<file path="config.mk">
export PLATFORM = sky130hd
export DESIGN_NAME = mt_rn_sink_flat
export DESIGN_NICKNAME = d
export VERILOG_FILES = /design/src/rtl/mt_pkg.sv /design/src/rtl/mt_rn_sink_if.sv /design/src/rtl/mt_rn_fifo_mem.sv /design/src/rtl/mt_rn_sink.sv /design/src/flat_wrapper.sv
export SDC_FILE = /design/constraint.sdc
export NUM_CORES = 1
export LEC_CHECK = 0
export ABC_AREA = 1
export BUFFER_PORTS_ARGS = -buffer_cell sky130_fd_sc_hd__buf_2
export CAP_MARGIN = 10
export CORE_UTILIZATION = 53
export CTS_BUF_LIST = sky130_fd_sc_hd__clkbuf_8 sky130_fd_sc_hd__clkbuf_16
export CTS_CLUSTER_DIAMETER = 50
export CTS_CLUSTER_SIZE = 10
export DETAILED_ROUTE_END_ITERATION = 16
export PLACE_DENSITY = 0.7
export SYNTH_ARGS = -nofsm -noshare
export SYNTH_HDL_FRONTEND = slang
export SYNTH_SLANG_ARGS = --single-unit
export TNS_END_PERCENT = 30
</file>
<file path="constraint.sdc">
create_clock -name clk -period 5.3 [get_ports clk]
set_clock_uncertainty 0.2 [all_clocks]
set_input_delay 1.325 -clock clk [delete_from_list [all_inputs] [get_ports clk]]
set_output_delay 1.325 -clock clk [all_outputs]
set_load 0.01 [all_outputs]
</file>
<file path="src/rtl/mt_pkg.sv">
// Constants shared by the Mersenne-Twister generator and its output-stream sink.
package mt_pkg;

  localparam int unsigned MT_WORD_W     = 32;
  localparam logic [31:0] MT_MATRIX_A   = 32'h9908B0DF;
  localparam int unsigned MT_N          = 624;
  localparam int unsigned MT_FIFO_DEPTH = 16;

endpackage

</file>
<file path="src/rtl/mt_rn_sink_if.sv">
// Stream-in and ready/valid read port of the MT output sink, plus its status/clear signals.
interface mt_rn_sink_if
  import mt_pkg::*;
#(
  parameter int unsigned DATA_W = MT_WORD_W,
  parameter int unsigned DEPTH  = MT_FIFO_DEPTH,
  parameter int unsigned DROP_W = 16
) ();

  localparam int unsigned LVL_W = $clog2(DEPTH) + 1;

  logic [DATA_W-1:0] rn_in;
  logic              rn_valid_in;
  logic              rd_ready;
  logic [DATA_W-1:0] rd_data;
  logic              rd_valid;
  logic [LVL_W-1:0]  level;
  logic              almost_full;
  logic              overflow;
  logic [DROP_W-1:0] drop_count;
  logic              clr_overflow;

  modport master (
    output rn_in, rn_valid_in, rd_ready, clr_overflow,
    input  rd_data, rd_valid, level, almost_full, overflow, drop_count
  );

  modport slave (
    input  rn_in, rn_valid_in, rd_ready, clr_overflow,
    output rd_data, rd_valid, level, almost_full, overflow, drop_count
  );

endinterface

</file>
<file path="src/rtl/mt_rn_fifo_mem.sv">
// Simple dual-port storage: synchronous write, asynchronous read. Contents are not reset.
module mt_rn_fifo_mem #(
  parameter int unsigned DATA_W = 32,
  parameter int unsigned DEPTH  = 16
) (
  input  logic                     clk_i,
  input  logic                     we_i,
  input  logic [$clog2(DEPTH)-1:0] waddr_i,
  input  logic [DATA_W-1:0]        wdata_i,
  input  logic [$clog2(DEPTH)-1:0] raddr_i,
  output logic [DATA_W-1:0]        rdata_o
);

  logic [DATA_W-1:0] mem_q [DEPTH];

  always_ff @(posedge clk_i) begin
    if (we_i) begin
      mem_q[waddr_i] <= wdata_i;
    end
  end

  assign rdata_o = mem_q[raddr_i];

endmodule

</file>
<file path="src/rtl/mt_rn_sink.sv">
// FIFO sink for the push-only MT word stream: never stalls the generator, drops and counts
// words that arrive while full, and re-presents buffered words on a fall-through read port.
module mt_rn_sink
  import mt_pkg::*;
#(
  parameter int unsigned DATA_W    = MT_WORD_W,
  parameter int unsigned DEPTH     = MT_FIFO_DEPTH,
  parameter int unsigned AF_THRESH = 12,
  parameter int unsigned DROP_W    = 16
) (
  input logic         clk,
  input logic         rst,
  mt_rn_sink_if.slave bus
);

  localparam int unsigned AW = $clog2(DEPTH);
  localparam int unsigned LW = AW + 1;
  localparam logic [LW-1:0] LvlFull = LW'(DEPTH);
  localparam logic [LW-1:0] LvlAf   = LW'(AF_THRESH);

  logic [AW-1:0]     wr_ptr_q, wr_ptr_d;
  logic [AW-1:0]     rd_ptr_q, rd_ptr_d;
  logic [LW-1:0]     level_q, level_d;
  logic              overflow_q, overflow_d;
  logic [DROP_W-1:0] drop_cnt_q, drop_cnt_d;
  logic              push, pop, drop, not_empty;
  logic [DATA_W-1:0] mem_rdata;

  assign not_empty = (level_q != '0);

  always_comb begin
    pop  = not_empty & bus.rd_ready;
    // A pop frees the slot the same cycle, so a full FIFO still accepts a concurrent push.
    push = bus.rn_valid_in & ((level_q != LvlFull) | pop);
    drop = bus.rn_valid_in & ~push;

    wr_ptr_d = push ? wr_ptr_q + AW'(1) : wr_ptr_q;
    rd_ptr_d = pop  ? rd_ptr_q + AW'(1) : rd_ptr_q;

    level_d = level_q;
    if (push && !pop) begin
      level_d = level_q + LW'(1);
    end else if (pop && !push) begin
      level_d = level_q - LW'(1);
    end

    overflow_d = overflow_q;
    drop_cnt_d = drop_cnt_q;
    // A drop in the clearing cycle is counted as the first drop after the clear.
    if (drop) begin
      overflow_d = 1'b1;
      if (bus.clr_overflow) begin
        drop_cnt_d = DROP_W'(1);
      end else if (drop_cnt_q != '1) begin
        drop_cnt_d = drop_cnt_q + DROP_W'(1);
      end
    end else if (bus.clr_overflow) begin
      overflow_d = 1'b0;
      drop_cnt_d = '0;
    end
  end

  always_ff @(posedge clk or posedge rst) begin
    if (rst) begin
      wr_ptr_q   <= '0;
      rd_ptr_q   <= '0;
      level_q    <= '0;
      overflow_q <= 1'b0;
      drop_cnt_q <= '0;
    end else begin
      wr_ptr_q   <= wr_ptr_d;
      rd_ptr_q   <= rd_ptr_d;
      level_q    <= level_d;
      overflow_q <= overflow_d;
      drop_cnt_q <= drop_cnt_d;
    end
  end

  mt_rn_fifo_mem #(
    .DATA_W (DATA_W),
    .DEPTH  (DEPTH)
  ) u_mem (
    .clk_i   (clk),
    .we_i    (push),
    .waddr_i (wr_ptr_q),
    .wdata_i (bus.rn_in),
    .raddr_i (rd_ptr_q),
    .rdata_o (mem_rdata)
  );

  assign bus.rd_valid    = not_empty;
  assign bus.rd_data     = not_empty ? mem_rdata : '0;
  assign bus.level       = level_q;
  assign bus.almost_full = (level_q >= LvlAf);
  assign bus.overflow    = overflow_q;
  assign bus.drop_count  = drop_cnt_q;

endmodule

</file>
<file path="src/flat_wrapper.sv">
// flat-port wrapper written by rule: the top's interface ports become plain ports
module mt_rn_sink_flat import mt_pkg::*;
#(
  parameter int unsigned DATA_W    = MT_WORD_W,
  parameter int unsigned DEPTH     = MT_FIFO_DEPTH,
  parameter int unsigned AF_THRESH = 12,
  parameter int unsigned DROP_W    = 16
)
  (clk, rst, bus_rn_in, bus_rn_valid_in, bus_rd_ready, bus_clr_overflow, bus_rd_data, bus_rd_valid, bus_level, bus_almost_full, bus_overflow, bus_drop_count);
  mt_rn_sink_if #(.DATA_W(DATA_W), .DEPTH(DEPTH), .DROP_W(DROP_W)) bus_i ();
  input logic clk;
  input logic rst;
  input wire logic [$bits(bus_i.rn_in)-1:0] bus_rn_in;
  input wire logic [$bits(bus_i.rn_valid_in)-1:0] bus_rn_valid_in;
  input wire logic [$bits(bus_i.rd_ready)-1:0] bus_rd_ready;
  input wire logic [$bits(bus_i.clr_overflow)-1:0] bus_clr_overflow;
  output wire logic [$bits(bus_i.rd_data)-1:0] bus_rd_data;
  output wire logic [$bits(bus_i.rd_valid)-1:0] bus_rd_valid;
  output wire logic [$bits(bus_i.level)-1:0] bus_level;
  output wire logic [$bits(bus_i.almost_full)-1:0] bus_almost_full;
  output wire logic [$bits(bus_i.overflow)-1:0] bus_overflow;
  output wire logic [$bits(bus_i.drop_count)-1:0] bus_drop_count;
  assign bus_i.rn_in = bus_rn_in;
  assign bus_i.rn_valid_in = bus_rn_valid_in;
  assign bus_i.rd_ready = bus_rd_ready;
  assign bus_i.clr_overflow = bus_clr_overflow;
  assign bus_rd_data = bus_i.rd_data;
  assign bus_rd_valid = bus_i.rd_valid;
  assign bus_level = bus_i.level;
  assign bus_almost_full = bus_i.almost_full;
  assign bus_overflow = bus_i.overflow;
  assign bus_drop_count = bus_i.drop_count;
  mt_rn_sink #(.DATA_W(DATA_W), .DEPTH(DEPTH), .AF_THRESH(AF_THRESH), .DROP_W(DROP_W)) u_core (.clk(clk), .rst(rst), .bus(bus_i));
endmodule
</file>
==> out/qor.yml <==
outcome:
  outcome: "finished clean"
setup_path:
  crit_type: "reg -> out"
  regToRegStartpoint: "u_core.bus.level[0]$_DFFE_PP0P_"
  setup.worst_path.start: "u_core.rd_ptr_q[0]$_DFFE_PP0P_"
  worst-path-max-fanout: 216
  worst_ep_arrival_time_ns: 3.38
  timing.critical_path.from_type: "flop"
  r2r_slack_ns: 1.61
  worst_ep_required_time_ns: 3.77
  worstSetupEndpointType: "output pin"
  timing.reg2reg.worst_path_depth: 13
  crit-reg2reg-capture: "u_core.bus.level[3]$_DFFE_PP0P_"
synth:
  mappedNetlistArea_um2: 22400
  synth_adder_area_share_pct: 0.649
  yosys.area_share.simple_pct: 22.4
  seq_area_frac_synth_pct: 72.1
  synth-warning-count: 0
  post_synthesis_cell_type_with_the_largest_combined_area: "edfxtp_1"
  postSynthRegisterBits: 542
  dominant_combinational_cell_family_by_area_after_synthesis: "simple AND/OR/NAND/NOR gates"
  synth.top_cell.area_share_pct: 68.7
  netlist-cell-type-count: 31
  synth_compound_area_share_pct: 1.12
  synth_xor_xnor_area_share_pct: 0.548
  muxShareOfSynthArea_pct: 0
  post_synth_main_area_contributors: "edfxtp_1, nand2_1, nand3_1, dfrtp_1, buf_2"
  synth_nets: 1995
  synth_cells: 1947
  postSynthAreaPerCell_um2: 11.5
clock_network:
  clock_sinks: 542
  clockRootBuffer: "clkbuf_16"
  post-cts-setup-buffers: 0
  tritoncts_clock_tree: "yes"
  postCtsHoldBufs: 0
  ctsLongestPathBuffers: 3
  cts-resized-gates: 0
  worst_setup_hold_path_clk_slew_ns: 0.06
  ctsHtreeMaxLevel: 2
  number_of_buffers_inserted_during_clock_tree_synthesis: 61
  clk-insertion-delay-late_ns: 0.63
floorplanning:
  placementRows: 74
  chipWidth_um: 207
  die_height_um: 207
  pin_count: 93
  coreArea_um2: 41200
  initial_core_util_pct: 54.3
  design.die.area_um2: 43000
sta:
  tns_ns: 0
  layout_worst_path_cycle_share_pct: 92.5
  headroom_to_the_max_slew_limit_pct: 27.2
  timing.final.crit_period_ns: 4.90
  setup-violations-final: 0
  hold_viol: 0
  unrepaired_setup_endpoints_after_global_routing: "false"
  timing_worst_slew_pin_value_ns: 1.09
  maxClockFrequency_mhz: 204
  maxSlewViolCount: 0
worst_hold_path:
  hold_path_depth: 2
  holdCritStartpoint: "u_core.bus.overflow$_DFFE_PP0P_"
  hold-path-endpoint: "u_core.bus.overflow$_DFFE_PP0P_"
  worstHoldPathType: "reg -> reg"
drt:
  detail_route.drc_violations: 0
  detail_route.first_pass.iterations: 6
  route.final.wire_length_um: 54500
  routedWlPerCell_um: 21.1
  antenna_left: 0
  drt-vias-per-instance: 5.75
  vias: 14800
  dr.first_iter.drc_count: 1647
run:
  max_cap_violation_count: 0
cells_and_area:
  final_layout_size_suffix_gt1_share_pct: 11.4
  layout_commonest_cell: "nand2_1"
  post_layout_instance_area_um2: 25100
  final.fill_count: 3214
  fin_nets: 2077
  most_frequent_cells_in_the_layout: "nand2_1, edfxtp_1, nand3_1"
  flow.area_growth_from_synthesis_pct: 12.4
pwr:
  worst_ir_drop_vdd_uv: 636
  power_leakage_nw: 9.50
  p_per_area_nw_per_um2: 548
global_route:
  grt_use_met1_pct: 34.3
  via_count_of_the_first_global_routing_pass: 14400
  grt_pass1_wl_um: 83100
  total_routing_usage_reported_by_global_routing_pct: 25.4
  grt_use_met3_pct: 5.13
  grt.met2_usage_pct: 41.9
  initial_antenna_violation_count: 2
  globalRouteOverflowTotal: 0
  grt.busiest_layer: "met2"
  grt_start_max_net_pins: 217
placement:
  place_congestion: 0.827
  dpl-instance-area_um2: 23400
  placement.io_buffers: 92
  dp.final_hpwl_um: 27800
==> layout make-up <==
type                            count  area (µm²)  area share (%)
Clock inverter                     18         205           0.816
Timing Repair Buffer              129         801            3.18
Tap cell                          532         666            2.65
Antenna cell                        1        2.50         0.00995
Sequential cell                   542       16100            64.2
Clock buffer                       61        1530            6.07
Inverter                           38         150           0.597
Multi-Input combinational cell   1257        5660            22.5
==> per-layer routing <==
layer,share of wire (%),vias up
met5,0.024,-
met4,1.9,2
met3,7.9,86
met2,49,614
met1,42,7210
li1,-,6911
==> state kept, by name (all words and copies together) (netlist names) <==
signal,count
u_core.bus.drop_count,16
u_core.bus.level,5
u_core.bus.overflow,1
u_core.rd_ptr_q,4
u_core.u_mem.mem_q,512
u_core.wr_ptr_q,4
==> critical path: stages, from the launching register on <==
cell and delay [ns]:
dfrtp_4 0.78, buf_12 0.65, nand2_1 0.12, nand3_1 0.13, nand3_1 0.08, nand2_1 0.11, nand2_1 0.05, a21oi_1 0.42
buf_2 0.22
==> synth_stat cells <==
cell type,instances
inv_1,32
or2_2,2
o2111ai_1,1
clkinv_1,2
xnor2_1,1
buf_4,3
o21ai_0,5
nand3_2,1
nor2_1,34
xor2_1,13
o21bai_1,1
nor3_1,5
a21oi_1,37
buf_6,11
fa_1,1
buf_2,53
nand2_1,724
o22ai_1,1
o21ai_1,2
ha_1,10
clkbuf_1,27
nand3_1,403
nor2_4,3
nand2_2,1
nor2_2,5
inv_2,4
edfxtp_1,512
dfrtp_1,30
o21a_1,1
buf_1,16
nand4_1,6
==> logic make-up after synthesis <==
logic type	count (synthesis)
fa+ha+maj	11
flops	542
xor+xnor	14
buf+inv	148
compound gates	48
simple gates	1184
==> power by group <==
group          switching (W)  internal, W  leakage, nW  total (W)
Clock                0.00158      0.00218        0.884    0.00376
Sequential          0.000241      0.00515         5.01    0.00539
Combinational        0.00325      0.00138         3.60    0.00464
Total                0.00507      0.00871         9.50     0.0138
==> worst max path at each step <==
stage	cells after the start	to
after floorplan	4	u_core.u_mem.mem_q[3][0]$_DFFE_PP_
after global placement	9	bus_rd_data[3]
after detailed placement	9	bus_rd_data[3]
after CTS	9	bus_rd_data[3]
after global routing	9	bus_rd_data[3]
final	8	bus_rd_data[27]
==> stage by stage <==
| step | hold WS, ns | std cells | worst slack (ns) | util, % | power (W) |
|---|---|---|---|---|---|
| 5_1_grt | 0.324 | 2578 | 0.165 | 61.0 | 0.0145 |
| 3_5_place_dp | 0.266 | 2498 | 1.03 | 56.8 | 0.0101 |
| 6_report | 0.285 | 2578 | 0.397 | 61.0 | 0.0138 |
| 4_1_cts | 0.286 | 2577 | 0.348 | 61.0 | 0.0138 |
| 2_1_floorplan | 0.283 | 1947 | 0.829 | - | 0.00854 |
| 3_3_place_gp | 0.265 | 2498 | 1.05 | 56.8 | 0.0100 |
Power figures use the tool's default switching activity.
